--- config.mk ---
export PLATFORM = sky130hd
export DESIGN_NAME = cv32e40x_xif_offload_ctrl_flat
export DESIGN_NICKNAME = d
export VERILOG_FILES = /design/src/rtl/cv32e40x_xif_offload_ctrl_pkg.sv /design/src/rtl/cv32e40x_xif_offload_ctrl_if.sv /design/src/rtl/cv32e40x_xif_offload_sb.sv /design/src/rtl/cv32e40x_xif_offload_ctrl.sv /design/src/flat_wrapper.sv
export SDC_FILE = /design/constraint.sdc
export NUM_CORES = 1
export LEC_CHECK = 0
export ABC_AREA = 1
export CAP_MARGIN = 20
export CORE_AREA = 3 3 134 136
export DETAILED_ROUTE_END_ITERATION = 7
export DIE_AREA = 0 0 137 139
export DONT_BUFFER_PORTS = 1
export GPL_TIMING_DRIVEN = 0
export RECOVER_POWER = 100
export REMOVE_ABC_BUFFERS = 1
export SYNTH_ARGS = -nofsm -noshare
export SYNTH_HDL_FRONTEND = slang
export SYNTH_SLANG_ARGS = --single-unit
--- constraint.sdc ---
create_clock -name clk_i -period 5.95 [get_ports clk_i]
set_clock_uncertainty 0.15 [all_clocks]
set_input_delay 1.19 -clock clk_i [delete_from_list [all_inputs] [get_ports clk_i]]
set_output_delay 1.19 -clock clk_i [all_outputs]
set_load 0.02 [all_outputs]
--- src/rtl/cv32e40x_xif_offload_ctrl_pkg.sv ---
// Shared types for the XIF offload controller.
// FSM state encoding and scoreboard entry layout.
package cv32e40x_xif_offload_ctrl_pkg;

  localparam int unsigned XIF_ID_MAX_W = 8;

  typedef enum logic [1:0] {
    IDLE,
    ISSUE,
    WAIT_COMMIT,
    COMMIT
  } xif_off_state_e;

  typedef struct packed {
    logic                    valid;
    logic [XIF_ID_MAX_W-1:0] id;
    logic [4:0]              rd;
    logic                    committed;
  } xif_sb_entry_t;

endpackage

--- src/rtl/cv32e40x_xif_offload_ctrl_if.sv ---
// eXtension interface bundle: issue, commit and result channels.
// cpu_* modports face the core, cop_* face the coprocessor.
interface if_xif #(
  parameter int unsigned X_ID_WIDTH  = 4,
  parameter int unsigned X_RFR_WIDTH = 32,
  parameter int unsigned X_RFW_WIDTH = 32
);
  logic                        issue_valid;
  logic                        issue_ready;
  logic [31:0]                 issue_instr;
  logic [2:0][X_RFR_WIDTH-1:0] issue_rs;
  logic [2:0]                  issue_rs_valid;
  logic [X_ID_WIDTH-1:0]       issue_id;
  logic                        issue_accept;
  logic                        issue_writeback;

  logic                        commit_valid;
  logic [X_ID_WIDTH-1:0]       commit_id;
  logic                        commit_kill;

  logic                        result_valid;
  logic                        result_ready;
  logic [X_ID_WIDTH-1:0]       result_id;
  logic [X_RFW_WIDTH-1:0]      result_data;
  logic [4:0]                  result_rd;
  logic                        result_we;
  logic                        result_exc;
  logic [5:0]                  result_exccode;

  modport cpu_issue (
    output issue_valid, issue_instr, issue_rs,
    output issue_rs_valid, issue_id,
    input  issue_ready, issue_accept, issue_writeback
  );
  modport cpu_commit (
    output commit_valid, commit_id, commit_kill
  );
  modport cpu_result (
    input  result_valid, result_id, result_data,
    input  result_rd, result_we, result_exc,
    input  result_exccode,
    output result_ready
  );

  modport cop_issue (
    input  issue_valid, issue_instr, issue_rs,
    input  issue_rs_valid, issue_id,
    output issue_ready, issue_accept, issue_writeback
  );
  modport cop_commit (
    input  commit_valid, commit_id, commit_kill
  );
  modport cop_result (
    output result_valid, result_id, result_data,
    output result_rd, result_we, result_exc,
    output result_exccode,
    input  result_ready
  );
endinterface

--- src/rtl/cv32e40x_xif_offload_sb.sv ---
// Outstanding-instruction scoreboard for XIF offload.
// Commit/kill target the single uncommitted entry; results free committed ones.
module cv32e40x_xif_offload_sb
  import cv32e40x_xif_offload_ctrl_pkg::*;
#(
  parameter int unsigned DEPTH = 4,
  parameter int unsigned ID_W  = 4,
  parameter int unsigned CNT_W = $clog2(DEPTH + 1)
) (
  input  logic             clk,
  input  logic             rst,
  input  logic             alloc_en,
  input  logic [ID_W-1:0]  alloc_id,
  input  logic [4:0]       alloc_rd,
  input  logic             commit_en,
  input  logic             kill_en,
  input  logic [ID_W-1:0]  commit_id,
  input  logic [ID_W-1:0]  lookup_id,
  output logic             lookup_done,
  input  logic             free_en,
  output logic [CNT_W-1:0] count
);
  xif_sb_entry_t           sb_q [DEPTH];
  logic [DEPTH-1:0]        pend_hit;
  logic [DEPTH-1:0]        done_hit;
  logic [DEPTH-1:0]        alloc_sel;
  logic [DEPTH-1:0]        done_sel;
  logic [XIF_ID_MAX_W-1:0] cid;
  logic [XIF_ID_MAX_W-1:0] lid;

  assign cid = XIF_ID_MAX_W'(commit_id);
  assign lid = XIF_ID_MAX_W'(lookup_id);

  // Match decode, first-free / first-hit selection and occupancy.
  always_comb begin
    logic af;
    logic df;
    pend_hit  = '0;
    done_hit  = '0;
    alloc_sel = '0;
    done_sel  = '0;
    count     = '0;
    af        = 1'b0;
    df        = 1'b0;
    for (int i = 0; i < DEPTH; i++) begin
      pend_hit[i] = sb_q[i].valid && !sb_q[i].committed
                    && (sb_q[i].id == cid);
      done_hit[i] = sb_q[i].valid && sb_q[i].committed
                    && (sb_q[i].id == lid);
      if (!sb_q[i].valid && !af) begin
        alloc_sel[i] = 1'b1;
        af           = 1'b1;
      end
      if (done_hit[i] && !df) begin
        done_sel[i] = 1'b1;
        df          = 1'b1;
      end
      count = count + CNT_W'(sb_q[i].valid);
    end
  end

  assign lookup_done = |done_hit;

  // Entry updates: alloc, commit mark, kill free and result free.
  always_ff @(posedge clk) begin
    if (rst) begin
      for (int i = 0; i < DEPTH; i++) sb_q[i] <= '0;
    end else begin
      for (int i = 0; i < DEPTH; i++) begin
        if (alloc_en && alloc_sel[i]) begin
          sb_q[i].valid     <= 1'b1;
          sb_q[i].id        <= XIF_ID_MAX_W'(alloc_id);
          sb_q[i].rd        <= alloc_rd;
          sb_q[i].committed <= 1'b0;
        end else begin
          if (commit_en && pend_hit[i])
            sb_q[i].committed <= 1'b1;
          if ((kill_en && pend_hit[i]) || (free_en && done_sel[i]))
            sb_q[i].valid <= 1'b0;
        end
      end
    end
  end
endmodule

--- src/rtl/cv32e40x_xif_offload_ctrl.sv ---
// CPU-side XIF initiator: issue/commit FSM plus result writeback.
// Scoreboard tracks accepted instructions until their result returns.
module cv32e40x_xif_offload_ctrl
  import cv32e40x_xif_offload_ctrl_pkg::*;
#(
  parameter int unsigned X_ID_WIDTH      = 4,
  parameter int unsigned X_RFR_WIDTH     = 32,
  parameter int unsigned X_RFW_WIDTH     = 32,
  parameter int unsigned MAX_OUTSTANDING = 4
) (
  input  logic                   clk_i,
  input  logic                   rst_i,
  input  logic                   off_valid_i,
  input  logic [31:0]            off_instr_i,
  input  logic [X_RFR_WIDTH-1:0] off_rs1_i,
  input  logic [X_RFR_WIDTH-1:0] off_rs2_i,
  output logic                   off_ready_o,
  output logic                   off_accepted_o,
  output logic                   off_rejected_o,
  input  logic                   commit_i,
  input  logic                   kill_i,
  output logic                   wb_valid_o,
  output logic [4:0]             wb_rd_o,
  output logic [X_RFW_WIDTH-1:0] wb_data_o,
  input  logic                   wb_ready_i,
  output logic                   exc_o,
  output logic [5:0]             exccode_o,
  output logic                   err_o,
  if_xif.cpu_issue               xif_issue,
  if_xif.cpu_commit              xif_commit,
  if_xif.cpu_result              xif_result
);
  localparam int unsigned CNT_W = $clog2(MAX_OUTSTANDING + 1);

  if (MAX_OUTSTANDING > (1 << X_ID_WIDTH)) begin : g_bad_depth
    $error("MAX_OUTSTANDING exceeds the XIF ID space");
  end
  if (X_ID_WIDTH > XIF_ID_MAX_W) begin : g_bad_id
    $error("X_ID_WIDTH exceeds scoreboard ID field");
  end

  xif_off_state_e         state_q;
  logic [X_ID_WIDTH-1:0]  id_cnt_q;
  logic [X_ID_WIDTH-1:0]  cur_id_q;
  logic [31:0]            instr_q;
  logic [X_RFR_WIDTH-1:0] rs1_q;
  logic [X_RFR_WIDTH-1:0] rs2_q;
  logic                   issue_valid_q;
  logic                   commit_valid_q;
  logic                   kill_q;
  logic [CNT_W-1:0]       sb_count;
  logic                   issue_hs;
  logic                   res_hs;
  logic                   res_done;

  assign issue_hs = issue_valid_q && xif_issue.issue_ready;
  assign res_hs   = xif_result.result_valid && xif_result.result_ready;

  assign off_ready_o = (state_q == IDLE)
                       && (sb_count < CNT_W'(MAX_OUTSTANDING));

  assign xif_issue.issue_valid    = issue_valid_q;
  assign xif_issue.issue_instr    = instr_q;
  assign xif_issue.issue_rs       = {X_RFR_WIDTH'(0), rs2_q, rs1_q};
  assign xif_issue.issue_rs_valid = 3'b011;
  assign xif_issue.issue_id       = id_cnt_q;

  assign xif_commit.commit_valid = commit_valid_q;
  assign xif_commit.commit_id    = cur_id_q;
  assign xif_commit.commit_kill  = kill_q;

  assign xif_result.result_ready = !wb_valid_o || wb_ready_i;

  cv32e40x_xif_offload_sb #(
    .DEPTH (MAX_OUTSTANDING),
    .ID_W  (X_ID_WIDTH),
    .CNT_W (CNT_W)
  ) u_sb (
    .clk         (clk_i),
    .rst         (rst_i),
    .alloc_en    (issue_hs && xif_issue.issue_accept
                  && xif_issue.issue_writeback),
    .alloc_id    (id_cnt_q),
    .alloc_rd    (instr_q[11:7]),
    .commit_en   (commit_valid_q && !kill_q),
    .kill_en     (commit_valid_q && kill_q),
    .commit_id   (cur_id_q),
    .lookup_id   (xif_result.result_id),
    .lookup_done (res_done),
    .free_en     (res_hs && res_done),
    .count       (sb_count)
  );

  // Offload FSM: capture, issue handshake, wait for and send commit.
  always_ff @(posedge clk_i) begin
    if (rst_i) begin
      state_q        <= IDLE;
      id_cnt_q       <= '0;
      cur_id_q       <= '0;
      instr_q        <= '0;
      rs1_q          <= '0;
      rs2_q          <= '0;
      issue_valid_q  <= 1'b0;
      commit_valid_q <= 1'b0;
      kill_q         <= 1'b0;
      off_accepted_o <= 1'b0;
      off_rejected_o <= 1'b0;
    end else begin
      off_accepted_o <= 1'b0;
      off_rejected_o <= 1'b0;
      commit_valid_q <= 1'b0;
      unique case (state_q)
        IDLE: begin
          if (off_valid_i && off_ready_o) begin
            instr_q       <= off_instr_i;
            rs1_q         <= off_rs1_i;
            rs2_q         <= off_rs2_i;
            issue_valid_q <= 1'b1;
            state_q       <= ISSUE;
          end
        end
        ISSUE: begin
          if (xif_issue.issue_ready) begin
            issue_valid_q <= 1'b0;
            cur_id_q      <= id_cnt_q;
            id_cnt_q      <= id_cnt_q + X_ID_WIDTH'(1);
            if (xif_issue.issue_accept) begin
              off_accepted_o <= 1'b1;
              state_q        <= WAIT_COMMIT;
            end else begin
              off_rejected_o <= 1'b1;
              state_q        <= IDLE;
            end
          end
        end
        WAIT_COMMIT: begin
          if (commit_i || kill_i) begin
            kill_q         <= kill_i;
            commit_valid_q <= 1'b1;
            state_q        <= COMMIT;
          end
        end
        COMMIT: state_q <= IDLE;
        default: state_q <= IDLE;
      endcase
    end
  end

  // Result handling: writeback register with hold, exc and err pulses.
  always_ff @(posedge clk_i) begin
    if (rst_i) begin
      wb_valid_o <= 1'b0;
      wb_rd_o    <= '0;
      wb_data_o  <= '0;
      exc_o      <= 1'b0;
      exccode_o  <= '0;
      err_o      <= 1'b0;
    end else begin
      exc_o     <= 1'b0;
      exccode_o <= '0;
      err_o     <= 1'b0;
      if (wb_ready_i) wb_valid_o <= 1'b0;
      if (res_hs) begin
        if (!res_done) begin
          err_o <= 1'b1;
        end else if (xif_result.result_exc) begin
          exc_o     <= 1'b1;
          exccode_o <= xif_result.result_exccode;
        end else if (xif_result.result_we) begin
          wb_valid_o <= 1'b1;
          wb_rd_o    <= xif_result.result_rd;
          wb_data_o  <= xif_result.result_data;
        end
      end
    end
  end
endmodule
--- src/flat_wrapper.sv ---
// flat-port wrapper written by rule: the top's interface ports become plain ports
module cv32e40x_xif_offload_ctrl_flat import cv32e40x_xif_offload_ctrl_pkg::*;
#(
  parameter int unsigned X_ID_WIDTH      = 4,
  parameter int unsigned X_RFR_WIDTH     = 32,
  parameter int unsigned X_RFW_WIDTH     = 32,
  parameter int unsigned MAX_OUTSTANDING = 4
)
  (clk_i, rst_i, off_valid_i, off_instr_i, off_rs1_i, off_rs2_i, off_ready_o, off_accepted_o, off_rejected_o, commit_i, kill_i, wb_valid_o, wb_rd_o, wb_data_o, wb_ready_i, exc_o, exccode_o, err_o, xif_issue_issue_valid, xif_issue_issue_instr, xif_issue_issue_rs, xif_issue_issue_rs_valid, xif_issue_issue_id, xif_issue_issue_ready, xif_issue_issue_accept, xif_issue_issue_writeback, xif_commit_commit_valid, xif_commit_commit_id, xif_commit_commit_kill, xif_result_result_valid, xif_result_result_id, xif_result_result_data, xif_result_result_rd, xif_result_result_we, xif_result_result_exc, xif_result_result_exccode, xif_result_result_ready);
  if_xif #(.X_ID_WIDTH(X_ID_WIDTH), .X_RFR_WIDTH(X_RFR_WIDTH), .X_RFW_WIDTH(X_RFW_WIDTH)) xif_issue_i ();
  if_xif #(.X_ID_WIDTH(X_ID_WIDTH), .X_RFR_WIDTH(X_RFR_WIDTH), .X_RFW_WIDTH(X_RFW_WIDTH)) xif_commit_i ();
  if_xif #(.X_ID_WIDTH(X_ID_WIDTH), .X_RFR_WIDTH(X_RFR_WIDTH), .X_RFW_WIDTH(X_RFW_WIDTH)) xif_result_i ();
  input  logic clk_i;
  input  logic rst_i;
  input  logic off_valid_i;
  input  logic [31:0] off_instr_i;
  input  logic [X_RFR_WIDTH-1:0] off_rs1_i;
  input  logic [X_RFR_WIDTH-1:0] off_rs2_i;
  output logic off_ready_o;
  output logic off_accepted_o;
  output logic off_rejected_o;
  input  logic commit_i;
  input  logic kill_i;
  output logic wb_valid_o;
  output logic [4:0] wb_rd_o;
  output logic [X_RFW_WIDTH-1:0] wb_data_o;
  input  logic wb_ready_i;
  output logic exc_o;
  output logic [5:0] exccode_o;
  output logic err_o;
  output wire logic [$bits(xif_issue_i.issue_valid)-1:0] xif_issue_issue_valid;
  output wire logic [$bits(xif_issue_i.issue_instr)-1:0] xif_issue_issue_instr;
  output wire logic [$bits(xif_issue_i.issue_rs)-1:0] xif_issue_issue_rs;
  output wire logic [$bits(xif_issue_i.issue_rs_valid)-1:0] xif_issue_issue_rs_valid;
  output wire logic [$bits(xif_issue_i.issue_id)-1:0] xif_issue_issue_id;
  input wire logic [$bits(xif_issue_i.issue_ready)-1:0] xif_issue_issue_ready;
  input wire logic [$bits(xif_issue_i.issue_accept)-1:0] xif_issue_issue_accept;
  input wire logic [$bits(xif_issue_i.issue_writeback)-1:0] xif_issue_issue_writeback;
  output wire logic [$bits(xif_commit_i.commit_valid)-1:0] xif_commit_commit_valid;
  output wire logic [$bits(xif_commit_i.commit_id)-1:0] xif_commit_commit_id;
  output wire logic [$bits(xif_commit_i.commit_kill)-1:0] xif_commit_commit_kill;
  input wire logic [$bits(xif_result_i.result_valid)-1:0] xif_result_result_valid;
  input wire logic [$bits(xif_result_i.result_id)-1:0] xif_result_result_id;
  input wire logic [$bits(xif_result_i.result_data)-1:0] xif_result_result_data;
  input wire logic [$bits(xif_result_i.result_rd)-1:0] xif_result_result_rd;
  input wire logic [$bits(xif_result_i.result_we)-1:0] xif_result_result_we;
  input wire logic [$bits(xif_result_i.result_exc)-1:0] xif_result_result_exc;
  input wire logic [$bits(xif_result_i.result_exccode)-1:0] xif_result_result_exccode;
  output wire logic [$bits(xif_result_i.result_ready)-1:0] xif_result_result_ready;
  assign xif_issue_issue_valid = xif_issue_i.issue_valid;
  assign xif_issue_issue_instr = xif_issue_i.issue_instr;
  assign xif_issue_issue_rs = xif_issue_i.issue_rs;
  assign xif_issue_issue_rs_valid = xif_issue_i.issue_rs_valid;
  assign xif_issue_issue_id = xif_issue_i.issue_id;
  assign xif_issue_i.issue_ready = xif_issue_issue_ready;
  assign xif_issue_i.issue_accept = xif_issue_issue_accept;
  assign xif_issue_i.issue_writeback = xif_issue_issue_writeback;
  assign xif_commit_commit_valid = xif_commit_i.commit_valid;
  assign xif_commit_commit_id = xif_commit_i.commit_id;
  assign xif_commit_commit_kill = xif_commit_i.commit_kill;
  assign xif_result_i.result_valid = xif_result_result_valid;
  assign xif_result_i.result_id = xif_result_result_id;
  assign xif_result_i.result_data = xif_result_result_data;
  assign xif_result_i.result_rd = xif_result_result_rd;
  assign xif_result_i.result_we = xif_result_result_we;
  assign xif_result_i.result_exc = xif_result_result_exc;
  assign xif_result_i.result_exccode = xif_result_result_exccode;
  assign xif_result_result_ready = xif_result_i.result_ready;
  cv32e40x_xif_offload_ctrl #(.X_ID_WIDTH(X_ID_WIDTH), .X_RFR_WIDTH(X_RFR_WIDTH), .X_RFW_WIDTH(X_RFW_WIDTH), .MAX_OUTSTANDING(MAX_OUTSTANDING)) u_core (.clk_i(clk_i), .rst_i(rst_i), .off_valid_i(off_valid_i), .off_instr_i(off_instr_i), .off_rs1_i(off_rs1_i), .off_rs2_i(off_rs2_i), .off_ready_o(off_ready_o), .off_accepted_o(off_accepted_o), .off_rejected_o(off_rejected_o), .commit_i(commit_i), .kill_i(kill_i), .wb_valid_o(wb_valid_o), .wb_rd_o(wb_rd_o), .wb_data_o(wb_data_o), .wb_ready_i(wb_ready_i), .exc_o(exc_o), .exccode_o(exccode_o), .err_o(err_o), .xif_issue(xif_issue_i), .xif_commit(xif_commit_i), .xif_result(xif_result_i));
endmodule
== Yosys cells after proc, flatten, opt, wreduce, memory -nomap -nowiden ==
Memory sizes are Yosys's and may differ from the RTL's.
Index checks and enable logic that the tools add are counted.

* Memories kept: 1
* Output and inout bits: 192
* Input port bits: 155
* Flip-flop bits (word level): 157
* Bits in writable memories: 44
* Logic and storage cells: 248

{| class="wikitable"
|+ Memories
! name !! depth !! bits a word !! rd ports !! clocked after Yosys merged registers in !! wr ports !! line !! RTL
|-
| u_core.u_sb.sb_q || 4 || 11 || 4 || 0 || 4 || cv32e40x_xif_offload_sb.sv:23 || <nowiki>xif_sb_entry_t sb_q [DEPTH];</nowiki>
|}

* Reduce and logical (&&, ||, !) cells: 81
* Mux-type cells: 100
* $add $sub $neg: 4
* Equal/unequal tests: 14
* $lt $le $gt $ge: 1
* Bitwise logic cells: 30

{| class="wikitable"
|+ Operators by type and width
! operator !! count
|-
| $mux 1 || 86
|-
| $eq 8x4->1 || 8
|-
| $logic_and 1x1->1 || 47
|-
| $or 1x1->1 || 24
|-
| $mux 5 || 4
|-
| $mux 4 || 4
|-
| $logic_not 1->1 || 14
|-
| $mux 2 || 4
|-
| $pmux 2 s4 || 1
|-
| $reduce_or 4->1 || 2
|-
| $logic_or 1x1->1 || 6
|-
| $not 1->1 || 6
|-
| $reduce_and 2->1 || 3
|-
| $reduce_and 3->1 || 2
|-
| $reduce_or 3->1 || 2
|-
| $add 4x1->4 const B || 1
|-
| $eq 2x2->1 const B || 2
|-
| $ne 2x2->1 const B || 2
|-
| $reduce_and 4->1 || 1
|-
| $reduce_or 2->1 || 2
|-
| $add 2x1->3 || 1
|-
| $add 3x1->3 || 1
|-
| $lt 3x3->1 const B || 1
|-
| $add 1x1->2 || 1
|-
| other kinds (5) || 5
|}

== Logic depth before layout (Yosys ltp) ==
An unclocked memory read counts as a cell.

* Word-level depth: 20
* Mapped depth: 13
* Depth with buffers taken out: 11

== Cells and area by module ==
From an unflattened synthesis, not the netlist that was laid out.

* Cell total of the unflattened synthesis: 1058
* Area total of the unflattened synthesis: 7893.8 sq um

{| class="wikitable"
|+ By module, submodules not included
! module !! cells an instance !! area an instance (sq um) !! instances
|-
| cv32e40x_xif_offload_ctrl || 823 || 6231.0 || 1
|-
| cv32e40x_xif_offload_sb || 235 || 1662.8 || 1
|}

== Worst setup path after synthesis ==
Ideal clock, no wire load.

* Path kind: reg2out
* Start point: mem u_core.u_sb.sb_q[3][10] (netlist bit)
* End point: out off_ready_o
* Required time: 4.610 ns
* Buffers on the path: 1
* Cell stages (with the launch flop): 6
* Data arrival time: 1.502 ns
* Path slack: 3.108 ns
* Cells stage by stage: edfxtp_1 > fa_1 > nand3_1 > nand2_1 > inv_2 > clkbuf_1

{| class="wikitable"
|+ RTL lines
! what !! line !! RTL
|-
| start: declaration || cv32e40x_xif_offload_sb.sv:23 ||
|-
| end: declaration || flat_wrapper.sv:19 || <nowiki>output logic off_ready_o;</nowiki>
|}

==> qor.yml <==
synth:
  yosys_warnings: 0
  synth-edff-count: 24
  ys.flop_type: "dfxtp_1"
  synth-seq-cells: 181
  syn_area_um2: 7690
  synth-seq-area-share: 0.502
  yosysTopAreaCell: "dfxtp_1"
  yosys-top-cells-area: "dfxtp_1 (41%), nand3_1 (9.6%), nand2_1 (9.6%)"
  synth_top_area_share: 0.409
  syn_inst: 1009
  syn_area_per_cell_um2: 7.62
  synth_cell_types: 35
  ys_async_sr_fraction: 0
final_layout:
  final_cells: 1207
  diodes: 0
  drive_gt1_frac: 0.0560
  utilization: 0.482
  n_fill_cell: 1755
  area_delta_synth_final_pct: 6.88
  nNetsFinal: 1126
drt:
  drt-total-wl_um: 22300
  wire_per_inst_um: 18.5
  top_layer_used: "met4"
  wl_met3_um: 1930
  drc: 0
  met2WireLength_um: 11100
  drt-pass1-iter-count: 5
  vias: 6339
  ant_nets: 0
  routedLengthMet1_um: 8950
  viasPerCell: 5.25
  drt-initial-drc-count: 504
sta:
  setup_viol: 0
  min_period_over_period: 0.725
  fmax_mhz: 232
  worst_slew_pin_slew_ns: 3.00
  min_period_ns: 4.32
  hold_ws_ns: 0.407
  relSlewSlack: -1.01
  grt_setup_unrepaired: "false"
  slew_viol_final: 93
  hold_viol_final: 0
global_routing:
  grt_usage: 0.227
  grt_max_degree: 110
  grt_pass1_vias: 5852
  antenna_found_initial: 0
  overflow: 0
  grt_pass1_wl_um: 33600
floorplan:
  placementRows: 48
  start_util: 0.451
  die_w_um: 137
  dieArea_um2: 19000
  pin_count: 347
  dieHeight_um: 139
  core_area_um2: 17100
status:
  violations: "capacitance limit, slew limit"
  status: "finished with violations"
power_and_ir_drop:
  ir_drop_uv: 187
  p_leak_nw: 3.33
  finalPower_mw: 2.81
  p_per_area_nw_per_um2: 342
hold_path:
  hp-class: "reg2reg"
place:
  portBuffers: 0
  dpl.hpwl_um: 15400
  routabilityCongestion: 0.889
  dp_cells: 1175
worst_setup_path:
  crit_arrival_ns: 2.98
  critPathLaunchType: "flop"
  crit_path_top_delay_cell: "clkinvlp_2"
  cp_max_fo: 75
  path_cells: "fa_1 > nand3_1 > nand2_1 > clkinvlp_2 > buf_16"
  endpoint_kind: "output port"
  critical_path_class: "reg2out"
  cp_slowest_stage_delay_ns: 0.76
  critPathRequiredTime_ns: 4.61
clock_network:
  cts_hold_buf: 0
  cts-root-buf: "clkbuf_16"
  cts_resized: 0
  clk_pin_slew_worst_paths_ns: 0.07
  clock_latency_ns: 0.42
  post_cts_buffers: 0
  cts_buffer_depth: 2
  cts_buffers: 17
  cts_tree: "yes"
  cts_sinks: 181
  h-tree-depth: 4
run:
  max_cap_viol_count: 2
cells in the mapped netlist (4+ instances only):
master and instances:
inv_2 5, buf_6 4, inv_1 86, dfxtp_1 157
nand4_1 11, o21ai_0 10, buf_2 6, nand3_1 148
clkbuf_1 41, nor2_1 115, a21oi_1 111, edfxtp_1 24
a211oi_1 5, nor3b_1 6, nor2_2 12, buf_1 7
o22ai_1 9, nand2_1 197, buf_4 36
state kept, by name, summed over array words and instances, names as in the netlist, 4 cells and up, named ones only:
signal and count:
u_core.rs1_q 32, u_core.rs2_q 32, u_core.wb_data_o 32, u_core.xif_issue.issue_instr 32
u_core.u_sb.sb_q 24, u_core.exccode_o 6, u_core.wb_rd_o 5, u_core.xif_commit.commit_id 4
u_core.xif_issue.issue_id 4
metrics by stage:
stage | TNS (ns) | setup slack [ns] | cell area, um2
final | 0 | 1.63 | 8220
after global routing | 0 | 1.32 | 8220
after CTS | 0 | 2.36 | 8240
after detailed placement | 0 | 2.62 | 7650
after global placement | -0.776 | -0.318 | 7560
after floorplan | 0 | 1.73 | 7270
metal layers:
layer,track usage,vias to the layer above
met3,0.0893,26
met1,0.286,2968
met4,0.0636,0
li1,-,3126
met5,0,-
met2,0.361,219
area by class of cell:
class	count	area, um2	share of cell area
well taps	225	282	0.0342
repair buffers	3	82.6	0.0100
inverters	92	348	0.0423
flip-flops and latches	181	3860	0.470
multi-input cells	674	3060	0.372
clock buffers	19	443	0.0539
clock inverters	13	144	0.0175
worst paths after layout:
path                                              start                 to  slack (ns)  cells past startpoint
worst max register to register        u_core.wb_valid_o  u_core.wb_valid_o        1.99                      9
worst min-delay path                    u_core.rs2_q[6]    u_core.rs2_q[6]        0.41                      2
worst max-delay path            u_core.u_sb.sb_q[3][10]        off_ready_o        1.63                      5
worst min register to register          u_core.rs2_q[6]    u_core.rs2_q[6]        0.41                      2
critical path: cells and delay by family, from the launching register on:
family | cells | cell delay, ns
buf+inv | 2 | 1.27
fa+ha+maj | 1 | 0.56
flops | 1 | 0.47
simple gates | 2 | 0.18
power breakdown:
group	internal [mW]	switching, mW	total [mW]	leakage (nW)
logic	0.0842	0.176	0.260	1.51
registers	1.30	0.126	1.43	1.53
clock network	0.605	0.517	1.12	0.283
cell families (layout without fill, tap and decap cells):
kind of cell,after synthesis,in the layout,share of synthesized area
compound gates,141,141,0.0968
fa+ha+maj,2,2,0.00423
buf+inv,187,127,0.115
flops,181,181,0.502
other cells,2,35,0.000976
simple gates,496,496,0.280
placed cells by master (no fill, tap or decap), types with 2 or more instances in the layout:
cell type	synthesis	final
nand3_1	148	148
nand4_1	11	11
clkinv_4	0	2
nor2_2	12	12
a21oi_1	111	111
nor3b_1	6	6
nand2_1	197	197
inv_1	86	86
inv_6	0	3
nor2_1	115	116
inv_8	0	3
clkinvlp_4	0	2
clkbuf_16	0	17
a211oi_1	5	5
o21ai_0	10	10
conb_1	2	35
o31ai_1	2	2
buf_16	0	3
inv_2	5	4
edfxtp_1	24	24
o22ai_1	9	9
dfxtp_1	157	157
clkinvlp_2	0	2
No activity file was read; power rests on OpenSTA's default activity.
